### config.mk
export PLATFORM = sky130hd
export DESIGN_NAME = rf_dump_uart_flat
export DESIGN_NICKNAME = d
export VERILOG_FILES = /design/src/rtl/global_types.sv /design/src/rtl/rf_dump_uart_if.sv /design/src/rtl/uart_tx.sv /design/src/rtl/rf_dump_uart.sv /design/src/flat_wrapper.sv
export SDC_FILE = /design/constraint.sdc
export NUM_CORES = 1
export LEC_CHECK = 0
export ABC_AREA = 1
export CORE_ASPECT_RATIO = 0.5
export CORE_MARGIN = 2
export CORE_UTILIZATION = 45
export DETAILED_ROUTE_END_ITERATION = 10
export HOLD_SLACK_MARGIN = 0.15
export PLACE_DENSITY = 0.75
export SLEW_MARGIN = 20
export SYNTH_ARGS = -nofsm -noshare
export SYNTH_HDL_FRONTEND = slang
export SYNTH_SLANG_ARGS = --single-unit
### constraint.sdc
create_clock -name clock -period 1.7 [get_ports clock]
set_clock_uncertainty 0.2 [all_clocks]
set_input_delay 0.34 -clock clock [delete_from_list [all_inputs] [get_ports clock]]
set_output_delay 0.34 -clock clock [all_outputs]
set_load 0.02 [all_outputs]
### src/rtl/global_types.sv
// Shared types and constants for the register-file dump path.
package global_types;

    typedef logic [31:0] logic32;

    typedef enum logic [2:0] {
        StIdle,
        StSetAddr,
        StCapture,
        StLoadByte,
        StWaitTx,
        StNext,
        StHdrSync,
        StHdrPc
    } rf_dump_state_t;

    localparam logic [7:0] RF_DUMP_SYNC = 8'hA5;

endpackage

### src/rtl/rf_dump_uart_if.sv
// Register-file read bus: the dumper drives the address, the register file returns data.
interface rf_dump_uart_if;
    import global_types::*;

    logic [4:0] rf_ra;
    logic32     rf_rd;

    modport master (output rf_ra, input rf_rd);
    modport slave  (input rf_ra, output rf_rd);

endinterface

### src/rtl/uart_tx.sv
// 8N1 UART transmitter with valid/ready byte handshake; each bit lasts CLKS_PER_BIT cycles.
module uart_tx #(
    parameter int unsigned CLKS_PER_BIT = 868
) (
    input  logic       clock,
    input  logic       reset,
    input  logic [7:0] data,
    input  logic       valid,
    output logic       ready,
    output logic       tx
);

    localparam int unsigned     BaudW    = (CLKS_PER_BIT > 2) ? $clog2(CLKS_PER_BIT) : 1;
    localparam logic [BaudW-1:0] BaudLast = BaudW'(CLKS_PER_BIT - 1);

    logic             active_q, active_d;
    logic [BaudW-1:0] baud_q, baud_d;
    logic [3:0]       bit_q, bit_d;
    logic [8:0]       shift_q, shift_d;
    logic             tx_q, tx_d;
    logic             last_tick;
    logic             accept;

    // Ready already during the final stop-bit cycle so a new frame can follow with no gap.
    assign last_tick = active_q && (baud_q == BaudLast) && (bit_q == 4'd9);
    assign ready     = !active_q || last_tick;
    assign accept    = valid && ready;
    assign tx        = tx_q;

    always_comb begin
        active_d = active_q;
        baud_d   = baud_q;
        bit_d    = bit_q;
        shift_d  = shift_q;
        tx_d     = tx_q;
        if (accept) begin
            active_d = 1'b1;
            baud_d   = '0;
            bit_d    = 4'd0;
            shift_d  = {1'b1, data};
            tx_d     = 1'b0;
        end else if (active_q) begin
            if (baud_q == BaudLast) begin
                baud_d = '0;
                if (bit_q == 4'd9) begin
                    active_d = 1'b0;
                    tx_d     = 1'b1;
                end else begin
                    bit_d   = bit_q + 4'd1;
                    tx_d    = shift_q[0];
                    shift_d = {1'b1, shift_q[8:1]};
                end
            end else begin
                baud_d = baud_q + BaudW'(1);
            end
        end
    end

    always_ff @(posedge clock) begin
        if (!reset) begin
            active_q <= 1'b0;
            baud_q   <= '0;
            bit_q    <= 4'd0;
            shift_q  <= '0;
            tx_q     <= 1'b1;
        end else begin
            active_q <= active_d;
            baud_q   <= baud_d;
            bit_q    <= bit_d;
            shift_q  <= shift_d;
            tx_q     <= tx_d;
        end
    end

endmodule

### src/rtl/rf_dump_uart.sv
// Sweeps the register file and streams each word MSB byte first over UART.
// Define RF_DUMP_HEADER_EN to prefix the dump with 0xA5 and the PC captured at start.
module rf_dump_uart
    import global_types::*;
#(
    parameter int unsigned CLKS_PER_BIT = 868,
    parameter int unsigned NUM_REGS     = 32
) (
    input  logic              clock,
    input  logic              reset,
    input  logic              start,
    input  logic32            pc,
    rf_dump_uart_if.master    rf,
    output logic              tx,
    output logic              busy,
    output logic              done
);

    localparam logic [4:0] LastIdx = 5'(NUM_REGS - 1);

    rf_dump_state_t state_q, state_d;
    logic [4:0]     idx_q, idx_d;
    logic32         word_q, word_d;
    logic [1:0]     cnt_q, cnt_d;
    logic           busy_q, busy_d;
    logic           done_q, done_d;

    logic           tx_valid;
    logic           tx_ready;
    logic [7:0]     tx_data;
    logic [7:0]     cur_byte;

`ifndef RF_DUMP_HEADER_EN
    logic unused_pc;
    assign unused_pc = ^pc;
`endif

    assign cur_byte = word_q[{cnt_q, 3'b000} +: 8];
    assign tx_valid = (state_q == StLoadByte) || (state_q == StHdrSync) || (state_q == StHdrPc);
    assign tx_data  = (state_q == StHdrSync) ? RF_DUMP_SYNC : cur_byte;

    assign rf.rf_ra = idx_q;
    assign busy     = busy_q;
    assign done     = done_q;

    always_comb begin
        state_d = state_q;
        idx_d   = idx_q;
        word_d  = word_q;
        cnt_d   = cnt_q;
        busy_d  = busy_q;
        done_d  = 1'b0;
        unique case (state_q)
            StIdle: begin
                if (start) begin
                    busy_d = 1'b1;
                    idx_d  = 5'd0;
`ifdef RF_DUMP_HEADER_EN
                    word_d  = pc;
                    state_d = StHdrSync;
`else
                    state_d = StSetAddr;
`endif
                end
            end
            StHdrSync: begin
                if (tx_ready) begin
                    cnt_d   = 2'd3;
                    state_d = StHdrPc;
                end
            end
            StHdrPc: begin
                if (tx_ready) begin
                    if (cnt_q != 2'd0) begin
                        cnt_d = cnt_q - 2'd1;
                    end else begin
                        state_d = StSetAddr;
                    end
                end
            end
            StSetAddr: state_d = StCapture;
            StCapture: begin
                word_d  = rf.rf_rd;
                cnt_d   = 2'd3;
                state_d = StLoadByte;
            end
            StLoadByte: begin
                if (tx_ready) begin
                    state_d = StWaitTx;
                end
            end
            StWaitTx: begin
                // After a word's last byte, fetch the next word while the frame is still on the
                // line; only the final register must wait for its stop bit before finishing.
                if (cnt_q != 2'd0) begin
                    if (tx_ready) begin
                        cnt_d   = cnt_q - 2'd1;
                        state_d = StLoadByte;
                    end
                end else if ((idx_q != LastIdx) || tx_ready) begin
                    state_d = StNext;
                end
            end
            StNext: begin
                if (idx_q == LastIdx) begin
                    state_d = StIdle;
                    busy_d  = 1'b0;
                    done_d  = 1'b1;
                end else begin
                    idx_d   = idx_q + 5'd1;
                    state_d = StSetAddr;
                end
            end
            default: state_d = StIdle;
        endcase
    end

    always_ff @(posedge clock) begin
        if (!reset) begin
            state_q <= StIdle;
            idx_q   <= 5'd0;
            word_q  <= '0;
            cnt_q   <= 2'd0;
            busy_q  <= 1'b0;
            done_q  <= 1'b0;
        end else begin
            state_q <= state_d;
            idx_q   <= idx_d;
            word_q  <= word_d;
            cnt_q   <= cnt_d;
            busy_q  <= busy_d;
            done_q  <= done_d;
        end
    end

    uart_tx #(
        .CLKS_PER_BIT(CLKS_PER_BIT)
    ) u_uart_tx (
        .clock(clock),
        .reset(reset),
        .data (tx_data),
        .valid(tx_valid),
        .ready(tx_ready),
        .tx   (tx)
    );

endmodule
### src/flat_wrapper.sv
// flat-port wrapper written by rule: the top's interface ports become plain ports
module rf_dump_uart_flat import global_types::*;
#(
    parameter int unsigned CLKS_PER_BIT = 868,
    parameter int unsigned NUM_REGS     = 32
)
  (clock, reset, start, pc, tx, busy, done, rf_rf_ra, rf_rf_rd);
  rf_dump_uart_if rf_i ();
  input  logic clock;
  input  logic reset;
  input  logic start;
  input  logic32 pc;
  output logic tx;
  output logic busy;
  output logic done;
  output wire logic [$bits(rf_i.rf_ra)-1:0] rf_rf_ra;
  input wire logic [$bits(rf_i.rf_rd)-1:0] rf_rf_rd;
  assign rf_rf_ra = rf_i.rf_ra;
  assign rf_i.rf_rd = rf_rf_rd;
  rf_dump_uart #(.CLKS_PER_BIT(CLKS_PER_BIT), .NUM_REGS(NUM_REGS)) u_core (.clock(clock), .reset(reset), .start(start), .pc(pc), .rf(rf_i), .tx(tx), .busy(busy), .done(done));
endmodule
# Word level (Yosys, flattened, before mapping)
# Index checks and enable logic that the tools add are counted.
dict set report op_classes {
  muxes 37
  eq_ne 24
  bitwise_logic 2
  addsub 4
  reduce_logical 23
  shift 1
}
# cell count
set op_table {}
lappend op_table {{9-bit two-way mux} 4}
lappend op_table {{32-bit by 6-bit variable part select with 8-bit output} 1}
lappend op_table {{3-bit two-way mux} 8}
lappend op_table {{3-bit case mux with 8 select lines} 1}
lappend op_table {{3-bit == test (second input constant)} 4}
lappend op_table {{1-bit two-way mux} 12}
lappend op_table {{2-bit by 1-bit != test with 1-bit output (second input constant)} 6}
lappend op_table {{3-bit AND reduction} 4}
lappend op_table {{10-bit by 1-bit adder with 10-bit output (second input constant)} 1}
lappend op_table {{10-bit == test (second input constant)} 1}
lappend op_table {{10-bit two-way mux} 1}
lappend op_table {{2-bit two-way mux} 5}
lappend op_table {{5-bit two-way mux} 2}
lappend op_table {{2-bit != test (second input constant)} 5}
lappend op_table {{5-bit case mux with 2 select lines} 1}
lappend op_table {{8-bit two-way mux} 1}
lappend op_table {{2-bit case mux with 4 select lines} 1}
lappend op_table {{2-bit nonzero test} 4}
lappend op_table {{7-bit AND reduction} 1}
lappend op_table {{3-bit by 2-bit == test with 1-bit output (second input constant)} 2}
lappend op_table {{6-bit AND reduction} 1}
lappend op_table {{5-bit by 1-bit adder with 5-bit output (second input constant)} 1}
lappend op_table {{5-bit == test (second input constant)} 1}
lappend op_table {{5-bit != test (second input constant)} 1}
lappend op_table {{15 further kinds} 22}
dict set report totals {
  inputBits 67
  out_inout_bits 8
  elab_cells 102
  reg_bits 69
}

# Depth between registers and ports, before layout
# Gate-level depths: netlist of the first run.
dict set report logic_depth {
  ltp_word 8
  ltp_mapped 13
  mapped_depth_nobuf 12
}

# By module
# Synthesis of the first run repeated with hierarchy kept, for this count alone.
dict set report hier_totals {
  hier_cells 486
  hier_area_um2 3408.3
}
# module instances area_per_inst_um2 seq_area_each_um2 cells_per_inst
set modules_own_cells {}
lappend modules_own_cells {rf_dump_uart 1 2149.6 880.8 302}
lappend modules_own_cells {uart_tx 1 1258.7 500.5 184}

# Least setup slack after synthesis of the first run
# No wires, ideal clock.
dict set report synth_path {
  path_kind {reg2reg}
  start {register u_core.idx_q[0], in the netlist u_core.rf.rf_ra[0]}
  end {register u_core.state_q[0]}
  stages_incl_launch_ff 12
  period_less_slack_ns 1.867
  slack_ns -0.167
  setup_time_ns 0.113
  t_arrival_ns 1.554
  n_path_buf 0
  t_required_ns 1.387
  cell_sequence {dfxtp_1 ha_1 inv_1 nor3_1 ha_1 inv_1 a21oi_1 nand3_1 nand3b_4 nand2_1 nand2_1 nor2_1}
}
dict set report synth_between {
  elab_chain_len 4
  elab_cells_between_ends 7
  cone_classes {3 x eq/ne; 2 x mux; 2 x reduce/logical}
}
# element line
set synth_rtl {}
lappend synth_rtl {{start: declaration} rf_dump_uart.sv:22} ;# logic [4:0] idx_q, idx_d;
lappend synth_rtl {{start signal: assignment} rf_dump_uart.sv:128} ;# idx_q <= idx_d;
lappend synth_rtl {{5-bit != test} rf_dump_uart.sv:100} ;# end else if ((idx_q != LastIdx) || tx_ready) begin
lappend synth_rtl {{1-bit logical OR} rf_dump_uart.sv:100}
lappend synth_rtl {{3-bit by 1-bit != test with 1-bit output (no source line)} n/a}
lappend synth_rtl {{7-bit AND reduction (no source line)} n/a}
lappend synth_rtl {{end signal: assignment} rf_dump_uart.sv:120} ;# state_q <= StIdle;
lappend synth_rtl {{end signal: assignment} rf_dump_uart.sv:127} ;# state_q <= state_d;
lappend synth_rtl {{end: declaration} rf_dump_uart.sv:21} ;# rf_dump_state_t state_q, state_d;
# Several ways; a longest one is shown, not always the timed one.
# A chain may end at the register's enable or synchronous reset.

# Worst setup path in the final report of the first run
dict set report layout_path {
  start {register u_core.idx_q[0], in the netlist u_core.rf.rf_ra[0]}
  end {register u_core.idx_q[0], in the netlist u_core.rf.rf_ra[0]}
}
dict set report layout_between {
  elab_chain_len 3
  elab_cells_between_ends 6
  cone_classes {1 x add/sub; 2 x eq/ne; 2 x mux; 1 x reduce/logical}
}
# element line
set layout_rtl {}
lappend layout_rtl {{5-bit by 1-bit adder with 5-bit output / 5-bit == test (equally long branches)} {rf_dump_uart.sv:110, rf_dump_uart.sv:105}}
lappend layout_rtl {{5-bit two-way mux / 2-bit != test (equally long branches)} n/a}
lappend layout_rtl {{5-bit case mux with 2 select lines / 3-bit AND reduction (equally long branches)} n/a}
# Several ways; a longest one is shown, not always the timed one. The select of a mux whose other input is x is not followed.

==> results of run 1 <==
-- worst register-to-register path, cell delays in order, from the launching register on --
cell,delay (ns)
dfxtp_4,0.35
ha_4,0.16
inv_4,0.06
nor3_4,0.04
ha_2,0.19
inv_4,0.09
nand2_4,0.06
nand2_4,0.10
nand2_8,0.08
o21ai_4,0.26
a21oi_1,0.07
-- cells in the mapped netlist, drive strengths merged --
library cell	n	area [um2]
a21oi	61	305
a31oi	1	6.26
buf	9	62.6
clkbuf	13	52.6
clkinv	1	3.75
dfxtp	69	1380
ha	7	87.6
inv	68	255
nand2	93	384
nand3	33	165
nand3b	1	20.0
nand4	2	27.5
nor2	51	211
nor3	9	50.1
nor3b	1	12.5
nor4	2	12.5
o211ai	3	22.5
o21ai	52	275
or2	3	18.8
xnor2	3	26.3
xor2	5	43.8
-- cell families after synthesis --
group / count (synthesis) / share of synthesized area, %
xor gates and xnor gates: 8 / 2.05
adders and majority gates: 7 / 2.56
buffers and inverters: 91 / 10.9
DFF: 69 / 40.3
AOI/OAI and AO/OA: 117 / 17.8
and+or+nand+nor: 195 / 26.3
-- sequential cells by signal, indices dropped and copies added, names as in the netlist, 2 cells and up --
signal	cells
u_core.cnt_q	2
u_core.rf.rf_ra	5
u_core.state_q	3
u_core.u_uart_tx.baud_q	10
u_core.u_uart_tx.bit_q	4
u_core.u_uart_tx.shift_q	9
u_core.word_q	32
-- routing by layer --
metal  up-vias  global-route usage, %  wire (um)  share of wire [%]
met5         -                      0          0                  0
met4         0                   8.24         87                1.0
met3        12                   5.05        477                5.5
met2       117                   34.8       4160                 48
met1      1549                   27.0       3970                 46
li1       1741                      -          -                  -
-- cell type report --
cell class | instances | area share, %
Sequential cell | 69 | 28.4
Timing Repair Buffer | 95 | 17.2
Clock inverter | 3 | 0.355
Tap cell | 96 | 2.43
Multi-Input combinational cell | 329 | 40.5
Inverter | 69 | 5.37
Clock buffer | 13 | 5.67
-- final timing paths --
check	start	slack, ns	endpoint	depth (start not counted)
max	u_core.rf.rf_ra[0]$_SDFFE_PN0P_	-0.07	u_core.rf.rf_ra[0]$_SDFFE_PN0P_	10
min	u_core.word_q[19]$_SDFFE_PN0P_	0.24	u_core.word_q[19]$_SDFFE_PN0P_	2
max reg2reg	u_core.rf.rf_ra[0]$_SDFFE_PN0P_	-0.07	u_core.rf.rf_ra[0]$_SDFFE_PN0P_	10
min reg2reg	u_core.word_q[19]$_SDFFE_PN0P_	0.24	u_core.word_q[19]$_SDFFE_PN0P_	2
-- where the power goes --
group / leakage [nW] / total (mW) / internal [mW] / switching (mW)
logic: 1.33 / 3.20 / 1.32 / 1.88
clock network: 0.148 / 1.84 / 1.14 / 0.699
registers: 0.568 / 2.29 / 2.05 / 0.237
total: 2.05 / 7.33 / 4.52 / 2.82
-- what timing repair did --
item | 4_1_cts | 5_1_grt
hold buffers | 0 | 0
setup buffers | 4 | 9
setup endpoints to repair | 33 | 37
gates cloned | 2 | 0
pin swaps | 22 | 22
resized for setup | 35 | 48
-- per-stage QoR --
stage / worst slack [ns] / util (%) / total power, mW
5_1_grt: -0.175 / 67.2 / 7.81
6_report: -0.0677 / 67.2 / 7.33
3_5_place_dp: -0.120 / 57.8 / 4.94
4_1_cts: -0.0509 / 64.0 / 6.94
2_1_floorplan: -0.00987 / - / 4.05
3_3_place_gp: -0.0942 / 57.8 / 4.90
==> flow_metrics.tcl, run 1 <==
set metrics [dict create \
    outcome "finished, violations left" \
    violations "setup timing" \
    setup_violations 18 \
    num_vias 3419 \
    dp_hpwl_um 5480 \
    wl_um 8690 \
    cpMaxStageDelayCell "dfxtp_4" \
    antenna_cells 0 \
    grt_antenna_before_repair 0 \
    crit_buf_inv 2 \
    numCtsBuffers 9 \
    hold_viol 0 \
    clkSinkCount 69 \
    p_per_area_mw_per_mm2 1480 \
    finalMaxSlewViolations 0 \
    place_area_mm2 0.00425 \
    ios 75 \
    min_period_over_period_pct 104 \
    max_freq_mhz 566 \
    drc 0 \
    worstPathArrival_ns 1.78 \
    vdd_drop_max_mv 0.804 \
    grt_pass1_vias 3078 \
    worstPathMaxFanout 7 \
    power.leakage_nw 2.05 \
    synth_cells 487 \
    path_cells "ha_4, inv_4, nor3_4, ha_2, inv_4, nand2_4, nand2_4, nand2_8, o21ai_4, a21oi_1" \
    synth-seq-cells 69 \
    fin_tns_setup_ns -0.693 \
    slowest_delay_ns 0.35 \
    drtAntennaViolNets 0 \
    place_inst 643 \
    tightest_slew_ns 0.301 \
    postLayoutCellArea_mm2 0.00494 \
    cts_tree "yes" \
    crit_type "flop to flop" \
    row_count 22 \
    slew_headroom_pct 79.8 \
    syn_avg_cell_area_um2 7.03 \
    min_period_ns 1.77 \
    fill_cells 599 \
    ys_types 35 \
    fin_cells 674 \
    rsz0062_at_grt "yes" \
    core_area_mm2 0.00735 \
    crit_required_ns 1.71 \
    fin_ws_ns -0.0677 \
    synth_fp_nets 561 \
    synth_area_mm2 0.00342 \
    grt_start_max_net_pins 65 \
    clockRootBuffer "clkbuf_16" \
    viasPerCell 5.07 \
    hold-worst-slack_ns 0.239 \
    mostFrequentLayoutCell "nand2_1" \
    final_cell_mix "70 x nand2_1, 57 x inv_1, 57 x dfxtp_1" \
    initialDrtViolationCount 249 \
    seqCellArea_mm2 0.00140 \
    h-tree-depth 3 \
    nets 647 \
    wl_per_cell_um 12.9 \
    portBuffers 42 \
    grt_overflow 0 \
    cp-start-kind "flop" \
    yosysWarnings 0 \
    fp.dieArea_mm2 0.00837 \
    clkTransAtPathRegs_ns 0.06 \
    die_y_um 65.7 \
    cap_viol_max_count 0 \
    start_util_pct 46.6 \
    drive_above_1_share_pct 28.0 \
    hp-class "flop to flop" \
    die_width_um 127 \
    grt.total_usage_pct 21.1 \
    yosysSeqAreaShare_pct 40.3 \
    area_delta_synth_final_pct 44.3 \
    drtPass1Iterations 5 \
    multi_input_area_mm2 0.00200 \
    grt_pass1_wl_um 13900 \
    clk_latency_ns 0.33 \
    crit_family "flip-flops" \
    gp_congestion 0.841 \
    clockBufferDepth 2 \
    end_kind "flop" \
]
No activity file was read; power rests on OpenSTA's default activity.
==> run 2: changes to the inputs <==
--- a/config.mk
+++ b/config.mk
@@ -9,6 +9,7 @@
 export CORE_ASPECT_RATIO = 0.5
 export CORE_MARGIN = 2
 export CORE_UTILIZATION = 45
+export CTS_CLUSTER_DIAMETER = 40
 export DETAILED_ROUTE_END_ITERATION = 10
 export HOLD_SLACK_MARGIN = 0.15
 export PLACE_DENSITY = 0.75
==> results of run 2 <==
The final DEF is identical to that of run 1; final timing and power are the same.
==> run 3: changes to the inputs <==
--- a/config.mk
+++ b/config.mk
@@ -6,6 +6,7 @@
 export NUM_CORES = 1
 export LEC_CHECK = 0
 export ABC_AREA = 1
+export ABC_CLOCK_PERIOD_IN_PS = 1700
 export CORE_ASPECT_RATIO = 0.5
 export CORE_MARGIN = 2
 export CORE_UTILIZATION = 45
==> results of run 3 <==
The final DEF is identical to that of run 1; final timing and power are the same.
